$ cat config.mk
export PLATFORM = sky130hd
export DESIGN_NAME = shop_seq_ctrl_flat
export DESIGN_NICKNAME = d
export VERILOG_FILES = /design/src/rtl/shop_seq_pkg.sv /design/src/rtl/shop_seq_ctrl_if.sv /design/src/rtl/shop_byte_packer.sv /design/src/rtl/shop_seq_ctrl.sv /design/src/flat_wrapper.sv
export SDC_FILE = /design/constraint.sdc
export NUM_CORES = 1
export LEC_CHECK = 0
export BUFFER_PORTS_ARGS = -buffer_cell sky130_fd_sc_hd__buf_4
export CAP_MARGIN = 20
export CORE_ASPECT_RATIO = 1.2
export CORE_MARGIN = 2
export CORE_UTILIZATION = 55
export CTS_CLUSTER_SIZE = 28
export DETAILED_ROUTE_END_ITERATION = 8
export PLACE_DENSITY = 0.8
export SLEW_MARGIN = 10
export SYNTH_ARGS = -nofsm -noshare
export SYNTH_HDL_FRONTEND = slang
export SYNTH_SLANG_ARGS = --single-unit
$ cat constraint.sdc
create_clock -name i_clk -period 10.1 [get_ports i_clk]
set_clock_uncertainty 0.15 [all_clocks]
set_input_delay 2.02 -clock i_clk [delete_from_list [all_inputs] [get_ports i_clk]]
set_output_delay 2.02 -clock i_clk [all_outputs]
set_load 0.01 [all_outputs]
$ cat src/rtl/shop_seq_pkg.sv
// shop_seq_pkg: shared types and constants for the shop_v sequencer
package shop_seq_pkg;
  typedef enum logic [1:0] {FILL, DRIVE, OUT} state_t;
  localparam logic [1:0] SLOT_LO = 2'd0;
  localparam logic [1:0] SLOT_MID = 2'd1;
  localparam logic [1:0] SLOT_HI = 2'd2;
  localparam logic [7:0] PAD_DEFAULT = 8'h20;
  localparam int MODE_A = 0;
  localparam int MODE_B = 1;
  localparam int MODE_C = 2;
endpackage

$ cat src/rtl/shop_seq_ctrl_if.sv
// shop_seq_ctrl_if: byte stream in, shop_v drive/return, result word out
interface shop_seq_ctrl_if #(parameter int CNT_W = 16);
  logic [2:0] i_mode;
  logic [7:0] i_byte;
  logic i_byte_valid;
  logic i_last;
  logic o_byte_ready;
  logic o_dp_a;
  logic o_dp_b;
  logic o_dp_c;
  logic [23:0] o_dp_code;
  logic [23:0] i_dp_f;
  logic [23:0] o_word;
  logic o_word_valid;
  logic i_word_ready;
  logic o_busy;
  logic [CNT_W-1:0] o_word_cnt;
  modport slave (
    input i_mode, i_byte, i_byte_valid, i_last, i_dp_f, i_word_ready,
    output o_byte_ready, o_dp_a, o_dp_b, o_dp_c, o_dp_code, o_word, o_word_valid, o_busy, o_word_cnt
  );
  modport master (
    output i_mode, i_byte, i_byte_valid, i_last, i_dp_f, i_word_ready,
    input o_byte_ready, o_dp_a, o_dp_b, o_dp_c, o_dp_code, o_word, o_word_valid, o_busy, o_word_cnt
  );
endinterface

$ cat src/rtl/shop_byte_packer.sv
// shop_byte_packer: packs up to three bytes LSB-first, padding the rest on i_last
module shop_byte_packer
  import shop_seq_pkg::*;
#(
  parameter logic [7:0] PAD_CHAR = PAD_DEFAULT
) (
  input  logic        i_clk,
  input  logic        i_rst,
  input  logic        i_accept,
  input  logic        i_last,
  input  logic [7:0]  i_byte,
  output logic [1:0]  o_idx,
  output logic [23:0] o_word,
  output logic        o_done
);
  logic [1:0] r_idx;
  logic [23:0] r_pack;
  logic [23:0] w_fill;
  // Current byte lands in its slot; slots above it read as padding
  always_comb begin
    w_fill = r_pack;
    for (int s = 0; s < 3; s++)
      w_fill[8*s +: 8] = (2'(s) == r_idx) ? i_byte : (2'(s) > r_idx) ? PAD_CHAR : r_pack[8*s +: 8];
  end
  assign o_done = i_accept && (i_last || r_idx == SLOT_HI);
  assign o_word = w_fill;
  assign o_idx = r_idx;
  always_ff @(posedge i_clk or posedge i_rst) begin
    if (i_rst) begin
      r_idx <= SLOT_LO;
      r_pack <= '0;
    end else if (i_accept) begin
      r_idx <= o_done ? SLOT_LO : r_idx + 2'd1;
      r_pack <= o_done ? '0 : w_fill;
    end
  end
endmodule

$ cat src/rtl/shop_seq_ctrl.sv
// shop_seq_ctrl: feeds packed words to shop_v, waits a settle window, hands off o_f
module shop_seq_ctrl
  import shop_seq_pkg::*;
#(
  parameter int SETTLE_CYC = 2,
  parameter logic [7:0] PAD_CHAR = PAD_DEFAULT,
  parameter int CNT_W = 16
) (
  input logic i_clk,
  input logic i_rst,
  shop_seq_ctrl_if.slave bus
);
  state_t r_state;
  logic [2:0] r_mode;
  logic [2:0] r_abc;
  logic [15:0] r_settle;
  logic [23:0] r_code;
  logic [23:0] r_word;
  logic r_valid;
  logic [CNT_W-1:0] r_cnt;
  logic w_accept;
  logic w_done;
  logic [1:0] w_idx;
  logic [23:0] w_pack;
  logic [2:0] w_mode;
  assign w_accept = bus.i_byte_valid && bus.o_byte_ready;
  // A one-byte word uses the mode sampled on that same byte
  assign w_mode = (w_idx == SLOT_LO) ? bus.i_mode : r_mode;
  shop_byte_packer #(.PAD_CHAR(PAD_CHAR)) u_packer (
    .i_clk(i_clk),
    .i_rst(i_rst),
    .i_accept(w_accept),
    .i_last(bus.i_last),
    .i_byte(bus.i_byte),
    .o_idx(w_idx),
    .o_word(w_pack),
    .o_done(w_done)
  );
  always_ff @(posedge i_clk or posedge i_rst) begin
    if (i_rst) begin
      r_state <= FILL;
      r_mode <= '0;
      r_abc <= '0;
      r_settle <= '0;
      r_code <= '0;
      r_word <= '0;
      r_valid <= 1'b0;
      r_cnt <= '0;
    end else begin
      if (w_accept && w_idx == SLOT_LO) r_mode <= bus.i_mode;
      case (r_state)
        FILL: if (w_done) begin
          r_code <= w_pack;
          r_abc <= w_mode;
          r_settle <= '0;
          r_state <= DRIVE;
        end
        DRIVE: if (r_settle == 16'(SETTLE_CYC - 1)) begin
          r_word <= bus.i_dp_f;
          r_valid <= 1'b1;
          r_state <= OUT;
        end else r_settle <= r_settle + 16'd1;
        OUT: if (bus.i_word_ready) begin
          r_valid <= 1'b0;
          r_cnt <= r_cnt + 1'b1;
          r_state <= FILL;
        end
        default: r_state <= FILL;
      endcase
    end
  end
  assign bus.o_byte_ready = (r_state == FILL) && !i_rst;
  assign bus.o_busy = (r_state != FILL) || (w_idx != SLOT_LO);
  assign bus.o_dp_a = r_abc[MODE_A];
  assign bus.o_dp_b = r_abc[MODE_B];
  assign bus.o_dp_c = r_abc[MODE_C];
  assign bus.o_dp_code = r_code;
  assign bus.o_word = r_word;
  assign bus.o_word_valid = r_valid;
  assign bus.o_word_cnt = r_cnt;
endmodule

$ cat src/flat_wrapper.sv
// flat-port wrapper written by rule: the top's interface ports become plain ports
module shop_seq_ctrl_flat import shop_seq_pkg::*;
#(
  parameter int SETTLE_CYC = 2,
  parameter logic [7:0] PAD_CHAR = PAD_DEFAULT,
  parameter int CNT_W = 16
)
  (i_clk, i_rst, bus_i_mode, bus_i_byte, bus_i_byte_valid, bus_i_last, bus_i_dp_f, bus_i_word_ready, bus_o_byte_ready, bus_o_dp_a, bus_o_dp_b, bus_o_dp_c, bus_o_dp_code, bus_o_word, bus_o_word_valid, bus_o_busy, bus_o_word_cnt);
  shop_seq_ctrl_if #(.CNT_W(CNT_W)) bus_i ();
  input logic i_clk;
  input logic i_rst;
  input wire logic [$bits(bus_i.i_mode)-1:0] bus_i_mode;
  input wire logic [$bits(bus_i.i_byte)-1:0] bus_i_byte;
  input wire logic [$bits(bus_i.i_byte_valid)-1:0] bus_i_byte_valid;
  input wire logic [$bits(bus_i.i_last)-1:0] bus_i_last;
  input wire logic [$bits(bus_i.i_dp_f)-1:0] bus_i_dp_f;
  input wire logic [$bits(bus_i.i_word_ready)-1:0] bus_i_word_ready;
  output wire logic [$bits(bus_i.o_byte_ready)-1:0] bus_o_byte_ready;
  output wire logic [$bits(bus_i.o_dp_a)-1:0] bus_o_dp_a;
  output wire logic [$bits(bus_i.o_dp_b)-1:0] bus_o_dp_b;
  output wire logic [$bits(bus_i.o_dp_c)-1:0] bus_o_dp_c;
  output wire logic [$bits(bus_i.o_dp_code)-1:0] bus_o_dp_code;
  output wire logic [$bits(bus_i.o_word)-1:0] bus_o_word;
  output wire logic [$bits(bus_i.o_word_valid)-1:0] bus_o_word_valid;
  output wire logic [$bits(bus_i.o_busy)-1:0] bus_o_busy;
  output wire logic [$bits(bus_i.o_word_cnt)-1:0] bus_o_word_cnt;
  assign bus_i.i_mode = bus_i_mode;
  assign bus_i.i_byte = bus_i_byte;
  assign bus_i.i_byte_valid = bus_i_byte_valid;
  assign bus_i.i_last = bus_i_last;
  assign bus_i.i_dp_f = bus_i_dp_f;
  assign bus_i.i_word_ready = bus_i_word_ready;
  assign bus_o_byte_ready = bus_i.o_byte_ready;
  assign bus_o_dp_a = bus_i.o_dp_a;
  assign bus_o_dp_b = bus_i.o_dp_b;
  assign bus_o_dp_c = bus_i.o_dp_c;
  assign bus_o_dp_code = bus_i.o_dp_code;
  assign bus_o_word = bus_i.o_word;
  assign bus_o_word_valid = bus_i.o_word_valid;
  assign bus_o_busy = bus_i.o_busy;
  assign bus_o_word_cnt = bus_i.o_word_cnt;
  shop_seq_ctrl #(.SETTLE_CYC(SETTLE_CYC), .PAD_CHAR(PAD_CHAR), .CNT_W(CNT_W)) u_core (.i_clk(i_clk), .i_rst(i_rst), .bus(bus_i));
endmodule
After elaboration in Yosys (flattened, before gate mapping)
Index checks and enable logic that the tools add are counted.
Widths: inputs -> output; s select.

word-level totals
  register bits = 115
  input bits = 40
  output and inout bits = 70
  logic and storage cells = 64

operators by class
  $add $sub $neg = 3
  magnitude comparators = 3
  equality and inequality tests = 10
  muxes and demuxes = 19
  reduce and logical (&&, ||, !) cells = 19

operators by type and width
  cell                   number
  $mux 8                 6
  $add 16x1->16 const B  2
  $mux 16                2
  $pmux 16 s2            1
  $mux 24                1
  $eq 16x1->1 const B    1
  $reduce_and 3->1       3
  $mux 2                 4
  $reduce_bool 2->1      4
  $ne 2x2->1 const B     3
  $pmux 2 s3             1
  $reduce_and 2->1       3
  $eq 2x2->1 const B     2
  $gt 1x2->1 const A     2
  $logic_and 1x1->1      4
  $logic_not 2->1        2
  $mux 3                 1
  $add 2x1->2 const B    1
  $eq 1x2->1 const A     1
  $eq 2x1->1 const B     1
  $eq 2x2->1 const A     1
  $gt 2x2->1 const A     1
  $logic_or 1x1->1       2
  $mux 1                 2
  3 further kinds        3

Logic depth before layout (Yosys ltp)
  word-level depth = 6
  depth in mapped cells = 8
  depth with buffers taken out = 7

Cells and area by module
From an unflattened synthesis, not the netlist that was laid out.

second synthesis, totals
  cells, all modules = 448
  area, all modules = 5352.6 um2

modules (own cells, without submodules)
  module            instances  cells each  area each (um2)  seq. area each (um2)
  shop_seq_ctrl     1          296         3847.4           2227.1
  shop_byte_packer  1          152         1505.2           650.6

Worst setup path after synthesis
Ideal clock, no wire load.

  path kind = input to output
  start point = in i_rst
  end point = out bus_o_byte_ready
  arrival time = 2.279 ns
  data required time = 7.930 ns
  slack = 5.651 ns
  cell stages on the path = 1
  buffers on the path = 0
  cells stage by stage = nor3_1

between the ends
  longest elaborated chain between the ends = 2

RTL lines
  element                           RTL line             RTL
  from (decl)                       flat_wrapper.sv:11   input logic i_rst;
  $logic_not 1->1 (no source line)  --
  $logic_and 1x1->1                 shop_seq_ctrl.sv:72  assign bus.o_byte_ready = (r_state == FILL) && !i_rst;
  to (decl)                         flat_wrapper.sv:18   output wire logic [$bits(bus_i.o_byte_ready)-1:0] bus_o_byte_ready;

No other way between the ends.

Final worst setup path
Ends and elaborated chain as after synthesis.

==> results.md <==
* Outcome: complete, no violations
* Die Width at 92.14 µm
* Total gr overflow at 0
* CTS tree: done
* Peak VDD IR at 0.0001892 V
* Top cells by area, synth: dfrtp_1 56%, mux2_1 4.0%, nand2_1 3.3%
* Yosys top cell by area: dfrtp_1
* Syn_nets at 495
* Post-synth top cells: 115 x dfrtp_1, 45 x nand2_1, 37 x nor2_1
* Crit-path most repeated cell: buf_4
* DR vias/cell at 5.778
* Synth top area share at 56.12%
* Slowest stage delay, CP at 150 ps
* Max-Cap Viols at 0
* DP HPWL at 8362 µm
* Clock Latency Late Sink at 510 ps
* Clk sink count at 115
* Worst min path class: reg2reg
* Crit path cell chain: buf_4, nor3_1, buf_4
* Peak Freq at 217.2 MHz
* Initial cell density of the core at 56.76%
* Crit path max fanout at 4
* Final setup fails at 0
* Post-synthesis sequential area ratio at 56.12%
* CTS Buf Count at 17
* Worst path slowest cell: buf_4
* Floorplan row count at 38
* Final ANT Viol Nets at 0
* Relative slew slack at approximately a quarter
* Critical Path Sink Type: output port
* Final min period at 4604 ps
* Number of global-route vias before repair at 4107
* Worst path top cell family by delay: buffers and inverters
* EDFF count, synth at 0
* Buffers on Ports at 109
* CTS Buffer Depth at 2
* Hold path depth at 1
* WS Path Type: in2out
* Setup Buffers After CTS at 0
* Pwr Total at 1.919 mW
* Synth Register Bits at 115
* Top-count cell post-synth: dfrtp_1
* Final core occ at around 73%
* Power density cells at 291.6 nW/µm²
* Final Hold Vio Count at 0
* Global Route Usage Sum at 25.30%
* Layout cell share with drive strength beyond 1 at 29.30%
* Synth warn at 0
* Final Max Slew Viols at 0
* Yosys cell types at between 40 and 50
* Critical path depth at 3
* Syn-to-layout area delta at 28.36%
* Syn_area_per_cell at 11.42 µm²
* Critical path data arrival time at ~2400 ps
* Die footprint at 10110 µm²
* Asr flop ratio synth at 100.0%
* GP Congestion at 0.8455
* Die height at 109.8 µm
* Ports at 110
* Tcrit/Tclk final at 45.58%
* R2R depth at 5
* Antenna cell count at 0
* Drt first-iter violations at 272
* Final Cell Area at 6581 µm²
* Clock Tree Root: clkbuf_8
* Initial antenna violation count at 0
* Hold-fix buffers, CTS at 0
* Fin nets at 604
* Per-cell routed wire length at between 15 and 20 µm
* WP buf/inv at 2
* DP Area at 6008 µm²
* First-pass GRT wire length at 19920 µm
* WL final at 12240 µm
* DRC Markers at 0
* Leak at ~3.2 nW
* CP required at 7930 ps
* Core area at 9034 µm²
* Pin count of the biggest net entering global routing at 77
* Worst-margin pin slew at between 1000 and 1500 ps
* Drt pass-1 iters at 5
* H-Tree Depth at 4
* Overall via count from detail_route at 3987
* CTS-repair resized insts at 0
* Top_reg_cell synth: dfrtp_1
* CP Launch Type: input pin
* RSZ-0062 raised after global routing: false
* Clock-pin slew on the worst setup and hold paths at 60 ps
* Gate Count Post-Synth at 449
* Setup TNS at 0 ps
* Cell Area, Synth at 5127 µm²
-- logic make-up after synthesis --
| group | count (synthesis) | share of synthesized area [%] |
|---|---|---|
| DFF | 115 | 56.12 |
| muxes | 43 | 9.102 |
| adders and majority gates | 6 | 1.464 |
| and+or+nand+nor | 152 | 16.06 |
| buffers and inverters | 32 | 2.928 |
| xor gates and xnor gates | 17 | 2.904 |
| AOI/OAI and AO/OA | 84 | 11.42 |
-- worst register-to-register path, cell delays in order (launching register included) --
cell	delay [ps]
dfrtp_1	500
nor4b_2	930
o21ai_2	470
buf_4	360
a221oi_1	270
nor2_1	80
-- state kept, by name, summed over array words and instances, names as in the netlist --
signal                   cells
u_core.u_packer.r_pack      24
u_core.r_abc                 3
u_core.bus.o_word_valid      1
u_core.r_settle             16
u_core.bus.o_word           24
u_core.r_mode                3
u_core.u_packer.o_idx        2
u_core.bus.o_dp_code        24
u_core.bus.o_word_cnt       16
u_core.r_state               2
-- stage by stage --
step	setup WS, ps	hold WS (ps)	std cells
6_report	5496	334.7	690
3_5_place_dp	5503	318.9	659
3_3_place_gp	5488	314.1	659
4_1_cts	5500	329.9	690
2_1_floorplan	4886	307.4	449
5_1_grt	5435	356.5	690
-- power breakdown --
group	internal, mW	total [mW]	switching, mW
registers	0.613	0.732	0.119
logic	0.301	0.620	0.319
clock network	0.363	0.567	0.204
-- final timing paths --
path	start	endpoint	slack (ps)
min in group asynchronous	i_rst	u_core.bus.o_word_cnt[9]	1410
setup / recovery	i_rst	bus_o_byte_ready	5500
max in group asynchronous	i_rst	u_core.bus.o_word[13]	7080
setup reg to reg	u_core.r_state[0]	u_core.bus.o_dp_code[12]	7220
hold reg to reg	u_core.bus.o_word_cnt[15]	u_core.bus.o_word_cnt[15]	330
hold / removal	u_core.bus.o_word_cnt[15]	u_core.bus.o_word_cnt[15]	330
-- placed cells by master (no fill, tap or decap), types with 4 or more instances in the layout --
master / instances
nand2_1: 45
nor2_1: 37
xnor2_1: 11
mux2_2: 11
a22o_1: 18
nand3_1: 16
clkinvlp_4: 5
o21ai_0: 23
dfrtp_1: 115
nor3_1: 5
and3_1: 8
nor2b_1: 9
mux2i_1: 14
and4_1: 4
o21ai_1: 4
buf_4: 111
nand4_1: 7
xor2_1: 6
inv_1: 9
clkbuf_16: 16
a221oi_1: 7
clkbuf_8: 7
nor4_1: 4
a21oi_1: 14
ha_1: 6
mux2_1: 18
-- metal layers --
| layer | vias to the layer above | global-route usage (%) | share of wire, % |
|---|---|---|---|
| met2 | 141 | 42.65 | 53 |
| met3 | 29 | 6.648 | 4.9 |
| met5 | - | 0 | 0 |
| li1 | 1825 | - | - |
| met4 | 0 | 10.45 | 2.3 |
| met1 | 1992 | 31.24 | 40 |
-- cell type report --
class	count	area, µm²
multi-input cells	302	2103
repair buffers	111	833.3
well taps	120	150.1
clock buffers	24	500.5
inverters	11	43.79
clock inverters	7	72.57
flip-flops and latches	115	2878
fillers	629	2452
Power figures use the tool's default switching activity.
